===== src/rtl/ttl_univ_shift_reg_pkg.sv =====
// Shared types for the TTL-equivalent shift register cells.
// Mode encoding matches the LS194 S1:S0 pins.
package ttl_pkg;

    typedef enum logic [1:0] {
        SR_HOLD = 2'b00,
        SR_SHR  = 2'b01,
        SR_SHL  = 2'b10,
        SR_LOAD = 2'b11
    } sr_mode_t;

    localparam int TTL_MAX_WIDTH = 32;

endpackage


===== src/rtl/ttl_univ_shift_reg_if.sv =====
// Data/control bundle of the universal shift register.
// master drives mode, serial and parallel inputs; slave returns q and n_q.
interface ttl_univ_shift_reg_if #(
    parameter int WIDTH = 4
) ();
    import ttl_pkg::*;

    sr_mode_t           s;
    logic               sr_in;
    logic               sl_in;
    logic [WIDTH-1:0]   d;
    logic [WIDTH-1:0]   q;
    logic [WIDTH-1:0]   n_q;

    modport master (
        output s,
        output sr_in,
        output sl_in,
        output d,
        input  q,
        input  n_q
    );

    modport slave (
        input  s,
        input  sr_in,
        input  sl_in,
        input  d,
        output q,
        output n_q
    );

endinterface


===== src/rtl/ttl_univ_shift_reg_sr_cell.sv =====
// One register bit: 4:1 mode mux into a flop with async clear (and preset with TTL_SR_PRESET_EN).
// Latency: one clk edge for synchronous modes, zero for async clear/preset.
// Backpressure: none; the bit updates on every enabled edge.
module ttl_sr_cell
    import ttl_pkg::*;
#(
    parameter logic CLR_BIT = 1'b0
) (
    input  logic     clk,
    input  logic     n_clr,
`ifdef TTL_SR_PRESET_EN
    input  logic     n_pre,
`endif
    input  sr_mode_t mode_i,
    input  logic     shr_i,
    input  logic     shl_i,
    input  logic     d_i,
    output logic     q_o
);

    logic q_d;
    logic q_q;

    always_comb begin
        q_d = q_q;
        case (mode_i)
            SR_HOLD: q_d = q_q;
            SR_SHR:  q_d = shr_i;
            SR_SHL:  q_d = shl_i;
            SR_LOAD: q_d = d_i;
            default: q_d = q_q;
        endcase
    end

`ifdef TTL_SR_PRESET_EN
    // Clear only acts while preset is idle, so releasing preset under a held
    // clear produces a fresh falling edge here and the flop reloads CLR_BIT.
    logic clr_only_n;
    assign clr_only_n = n_clr | ~n_pre;

    always_ff @(posedge clk or negedge clr_only_n or negedge n_pre) begin
        if (!n_pre) begin
            q_q <= 1'b1;
        end else if (!clr_only_n) begin
            q_q <= CLR_BIT;
        end else begin
            q_q <= q_d;
        end
    end
`else
    always_ff @(posedge clk or negedge n_clr) begin
        if (!n_clr) begin
            q_q <= CLR_BIT;
        end else begin
            q_q <= q_d;
        end
    end
`endif

    assign q_o = q_q;

endmodule


===== src/rtl/ttl_univ_shift_reg.sv =====
// WIDTH-bit LS194-style universal shift register (hold/shr/shl/load); optional preset via TTL_SR_PRESET_EN.
// Latency: one clk edge for synchronous modes, zero for async clear/preset.
// Backpressure: none; mode is applied on every enabled rising edge.
module ttl_univ_shift_reg
    import ttl_pkg::*;
#(
    parameter int               WIDTH   = 4,
    parameter logic [WIDTH-1:0] CLR_VAL = '0
) (
    input  logic clk,
    input  logic n_clr,
`ifdef TTL_SR_PRESET_EN
    input  logic n_pre,
`endif
    ttl_univ_shift_reg_if.slave bus
);

    if (WIDTH < 1 || WIDTH > TTL_MAX_WIDTH) begin : g_width_chk
        $error("ttl_univ_shift_reg: WIDTH out of range 1..32");
    end

    logic [WIDTH-1:0] q_w;
    logic [WIDTH-1:0] shr_src;
    logic [WIDTH-1:0] shl_src;

    // Value entering each bit for the two shift modes; no wrap-around.
    if (WIDTH == 1) begin : g_w1
        assign shr_src = bus.sr_in;
        assign shl_src = bus.sl_in;
    end else begin : g_wn
        assign shr_src = {q_w[WIDTH-2:0], bus.sr_in};
        assign shl_src = {bus.sl_in, q_w[WIDTH-1:1]};
    end

    for (genvar i = 0; i < WIDTH; i++) begin : g_bit
        ttl_sr_cell #(
            .CLR_BIT (CLR_VAL[i])
        ) u_cell (
            .clk    (clk),
            .n_clr  (n_clr),
`ifdef TTL_SR_PRESET_EN
            .n_pre  (n_pre),
`endif
            .mode_i (bus.s),
            .shr_i  (shr_src[i]),
            .shl_i  (shl_src[i]),
            .d_i    (bus.d[i]),
            .q_o    (q_w[i])
        );
    end

    assign bus.q = q_w;

`ifdef TTL_SR_PRESET_EN
    // Both async inputs low drives Q and nQ high together, as on the TTL part.
    assign bus.n_q = (!n_clr && !n_pre) ? '1 : ~q_w;
`else
    assign bus.n_q = ~q_w;
`endif

endmodule


===== src/flat_wrapper.sv =====
// flat-port wrapper written by rule: the top's interface ports become plain ports
module ttl_univ_shift_reg_flat import ttl_pkg::*;
#(
    parameter int               WIDTH   = 4,
    parameter logic [WIDTH-1:0] CLR_VAL = '0
)
  (clk, n_clr, bus_s, bus_sr_in, bus_sl_in, bus_d, bus_q, bus_n_q);
  ttl_univ_shift_reg_if #(.WIDTH(WIDTH)) bus_i ();
  input  logic clk;
  input  logic n_clr;
  input wire logic [$bits(bus_i.s)-1:0] bus_s;
  input wire logic [$bits(bus_i.sr_in)-1:0] bus_sr_in;
  input wire logic [$bits(bus_i.sl_in)-1:0] bus_sl_in;
  input wire logic [$bits(bus_i.d)-1:0] bus_d;
  output wire logic [$bits(bus_i.q)-1:0] bus_q;
  output wire logic [$bits(bus_i.n_q)-1:0] bus_n_q;
  assign bus_i.s = bus_s;
  assign bus_i.sr_in = bus_sr_in;
  assign bus_i.sl_in = bus_sl_in;
  assign bus_i.d = bus_d;
  assign bus_q = bus_i.q;
  assign bus_n_q = bus_i.n_q;
  ttl_univ_shift_reg #(.WIDTH(WIDTH), .CLR_VAL(CLR_VAL)) u_core (.clk(clk), .n_clr(n_clr), .bus(bus_i));
endmodule

===== config.mk =====
export PLATFORM = sky130hd
export DESIGN_NAME = ttl_univ_shift_reg_flat
export DESIGN_NICKNAME = d
export VERILOG_FILES = /design/src/rtl/ttl_univ_shift_reg_pkg.sv /design/src/rtl/ttl_univ_shift_reg_if.sv /design/src/rtl/ttl_univ_shift_reg_sr_cell.sv /design/src/rtl/ttl_univ_shift_reg.sv /design/src/flat_wrapper.sv
export SDC_FILE = /design/constraint.sdc
export NUM_CORES = 1
export LEC_CHECK = 0
export BUFFER_PORTS_ARGS = -buffer_cell sky130_fd_sc_hd__buf_4
export CAP_MARGIN = 10
export CORE_AREA = 5 5 42 44
export DETAILED_ROUTE_END_ITERATION = 12
export DIE_AREA = 0 0 47 49
export HOLD_SLACK_MARGIN = 0.05
export PLACE_DENSITY = 0.39
export SLEW_MARGIN = 20
export SYNTH_ARGS = -nofsm -noshare
export SYNTH_HDL_FRONTEND = slang
export SYNTH_HIERARCHICAL = 1
export SYNTH_SLANG_ARGS = --single-unit

===== constraint.sdc =====
create_clock -name clk -period 2.5 [get_ports clk]
set_input_delay 0.5 -clock clk [delete_from_list [all_inputs] [get_ports clk]]
set_output_delay 0.5 -clock clk [all_outputs]
set_load 0.01 [all_outputs]

Word-level counts from Yosys, hierarchy flattened
Cells that the tools add are included.
{"block": "word_totals", "register_bits": 4, "in_bits": 10, "output_inout_bits": 8, "word_cells": 13}
{"block": "op_classes", "eq_ne": 3, "mux": 4, "bitwise_logic": 1, "reduce_logical": 1}
{"op": "$pmux W1 S3", "count": 4}
{"op": "$eq A2 B2 Y1 const B", "count": 2}
{"op": "$not A4 Y4", "count": 1}
{"op": "$eq A2 B1 Y1 const B", "count": 1}
{"op": "$logic_not A2 Y1", "count": 1}

Depth between registers and ports, before layout
{"block": "depth", "depth_word": 2, "ltp_mapped": 1, "mapped_depth_nobuf": 1}

Hierarchy
Netlist, hierarchy kept.
{"module": "ttl_sr_cell", "instances": 4, "cells_per_inst": 2, "area_each_um2": 47.5, "seq_area_each_um2": 25.0}
{"module": "ttl_univ_shift_reg", "instances": 1, "cells_per_inst": 4, "area_each_um2": 15.0, "seq_area_each_um2": 0.0}

Worst setup path after synthesis
No wires, ideal clock.
{"block": "synth_timing", "kind": "in2reg", "startpoint": "input port bus_s[0]", "endpoint": "register u_core.g_bit[0].u_cell.q_q", "setup_time_ns": 0.139, "t_arrival_ns": 0.955, "required_time_ns": 2.361, "path_slack_ns": 1.407, "path_stages": 1, "n_path_buf": 0, "path_cell_list": "mux4_2"}
{"block": "synth_via", "elab_chain_cells": 2, "elab_cells_between_ends": 5, "classes_between": "eq/ne (3); mux (1); reduce/logical (1)"}
{"element": "start: declaration", "line_no": "flat_wrapper.sv:11", "text": "input wire logic [$bits(bus_i.s)-1:0] bus_s;"}
{"element": "$eq A2 B2 Y1 / $eq A2 B1 Y1 (equally long branches)", "line_no": "ttl_univ_shift_reg_sr_cell.sv:26", "text": "case (mode_i)"}
{"element": "$pmux W1 S3", "line_no": "ttl_univ_shift_reg_sr_cell.sv:26"}
{"element": "end signal: assignment", "line_no": "ttl_univ_shift_reg_sr_cell.sv:55", "text": "q_q <= q_d;"}
{"element": "end: declaration", "line_no": "ttl_univ_shift_reg_sr_cell.sv:22", "text": "logic q_q;"}
Parallel ways exist; a longest one is shown, timed or not.
A chain may end at the register's enable or synchronous reset.

Worst setup path after layout
{"block": "layout_timing", "startpoint": "register u_core.g_bit[2].u_cell.q_q", "endpoint": "output port bus_n_q[2]"}
{"block": "layout_via", "elab_chain_cells": 1}
{"element": "start: declaration", "line_no": "ttl_univ_shift_reg_sr_cell.sv:22"}
{"element": "start signal: assignment", "line_no": "ttl_univ_shift_reg_sr_cell.sv:55"}
{"element": "$not A4 Y4", "line_no": "ttl_univ_shift_reg.sv:58", "text": "assign bus.n_q = ~q_w;"}
{"element": "end: declaration", "line_no": "flat_wrapper.sv:16", "text": "output wire logic [$bits(bus_i.n_q)-1:0] bus_n_q;"}
Every way passes these cells.

==> summary.txt <==
Hold Crit Class - input pin to flip-flop
Skew-Pair Late Insertion Delay - 0.23 ns
all-layer global routing usage - 7.12%
RSZ-0062 raised after global routing - no
CP required - 2.00 ns
power per cell area - 682 nW/um2
Slew Limit Fails - 0
antenna violations before repair - 0
status - completed
clock skew - 0.00251 ns
register area share after synthesis - 48.8%
Slew headroom - 88.3%
slowest CP cell - dfrtp_1
Fmax - 0.746 GHz
crit path max fanout - 5
via/cell ratio - 3.82
clock sinks - 4
CTS tree - built
Die Area - 2300 um2
post_cts resized - 0
GRT overflow - 0
Detailed Route WL - 667 um
wire length per cell - 13.6 um
Setup-failing EPs final - 0
top cell family by delay on the critical path - flip-flops
Final WS setup - 1.16 ns
Worst Path Buf+Inv - 2
Die W - 47 um
TritonCTS Buffers - 3
Syn Inst Count - 12
Root Driver - clkbuf_4
Synth Warn # - 6
vias in the first global route - 222
VDD IR-drop max - 0.217 mV
post-layout util - 27.5%
synthesis-to-layout area growth - 87.8%
synthesized net count - 22
Post-CTS Setup Bufs - 0
Hold Buf Count CTS - 1
Post-Route Setup TNS - 0 ns
clock buffer depth - 2
vias - 187
Max Cap Viol - 0
CP Capture Type - output pin
first-pass GRT wire length - 1090 um
Hold Worst Slack - 0.583 ns
Die Height - 49 um
Tmin final - 1.34 ns
Pleak - 0.000193 uW
Hold Vio Cnt, Final - 0
Period Utilization, post-route - 53.6%
critical path class - flip-flop to output pin
nets - 45
startpoint type of the worst setup path - flip-flop
row count - 14
largest net degree at the start of global routing - 6
CTS H-tree lvls - 1
clock slew at reported path FFs - 0.04 ns
DRC - 0
dpl cell area - 353 um2
Synth Register Bits - 4
Initial Util - 14.6%
initial DRC count - 3
Post-Place Setup Slack - 1.22 ns
max FFs per register - 4
post-route cell area - 385 um2
Ports - 18
worst-path cell chain - inv_1, buf_4
Avg Inst Size Synth - 17.1 um2
Synth cell types - 3
layout cells sized above 1 - 72.7%
DR pass1 iterations - 4
most frequent cells in the layout - buf_4, inv_1, mux4_2, dfrtp_1, clkbuf_4
PortBufs - 17
worst slew pin tran - 0.175 ns
WP data arrival - 0.84 ns
Post-DRT Antenna Nets - 0
synthesized cell area - 205 um2
core area - 1400 um2
commonest non-fill, non-tap cell in the layout - buf_4
n_diodes - 0
Final GP Congestion - 0.664
CP max stage delay - 0.41 ns
==> per-layer routing <==
metal,vias up,routed length [um],GRT usage [%]
met5,-,0,0
met4,0,0,2.76
met3,0,137,7.38
met2,18,249,7.47
met1,81,280,9.32
li1,88,-,-
==> synth_stat cells (all sizes together) <==
cell type	instances	area share, %
mux4	4	44
inv	4	7.3
dfrtp	4	49
==> power by group <==
part,internal (uW),switching [uW]
Sequential,77.5,16.3
Clock,53.5,23.3
Combinational,59.5,32.9
Total,190,72.5
==> metrics by stage <==
step,power [uW],cells
2_1_floorplan,127,12
3_3_place_gp,186,45
3_5_place_dp,187,45
4_1_cts,270,49
5_1_grt,284,49
6_report,263,49
==> layout make-up <==
| cell class | instances | area, um2 |
|---|---|---|
| fill | 157 | 1020 |
| timing repair buffer | 18 | 138 |
| sequential | 4 | 100 |
| multi-input combinational | 4 | 90.1 |
| inverter | 4 | 15.0 |
| tap | 16 | 20.0 |
| clock buffer | 3 | 22.5 |
==> final timing paths <==
check	end	slack (ns)	from	depth (start not counted)
setup / recovery	bus_n_q[2]	1.16	u_core/g_bit[2].u_cell/q_o	2
max in group asynchronous	u_core/g_bit[0].u_cell/q_o	1.79	n_clr	2
min in group asynchronous	u_core/g_bit[1].u_cell/q_o	0.61	n_clr	2
hold / removal	u_core/g_bit[1].u_cell/q_o	0.58	bus_s[1]	2
setup reg to reg	u_core/g_bit[2].u_cell/q_o	1.48	u_core/g_bit[2].u_cell/q_o	1
hold reg to reg	u_core/g_bit[0].u_cell/q_o	0.65	u_core/g_bit[0].u_cell/q_o	1
==> kinds of logic after synthesis <==
family	count (synthesis)	synth area share, %
buffers and inverters	4	7.31
DFF	4	48.8
muxes	4	43.9
Power figures use the tool's default switching activity.
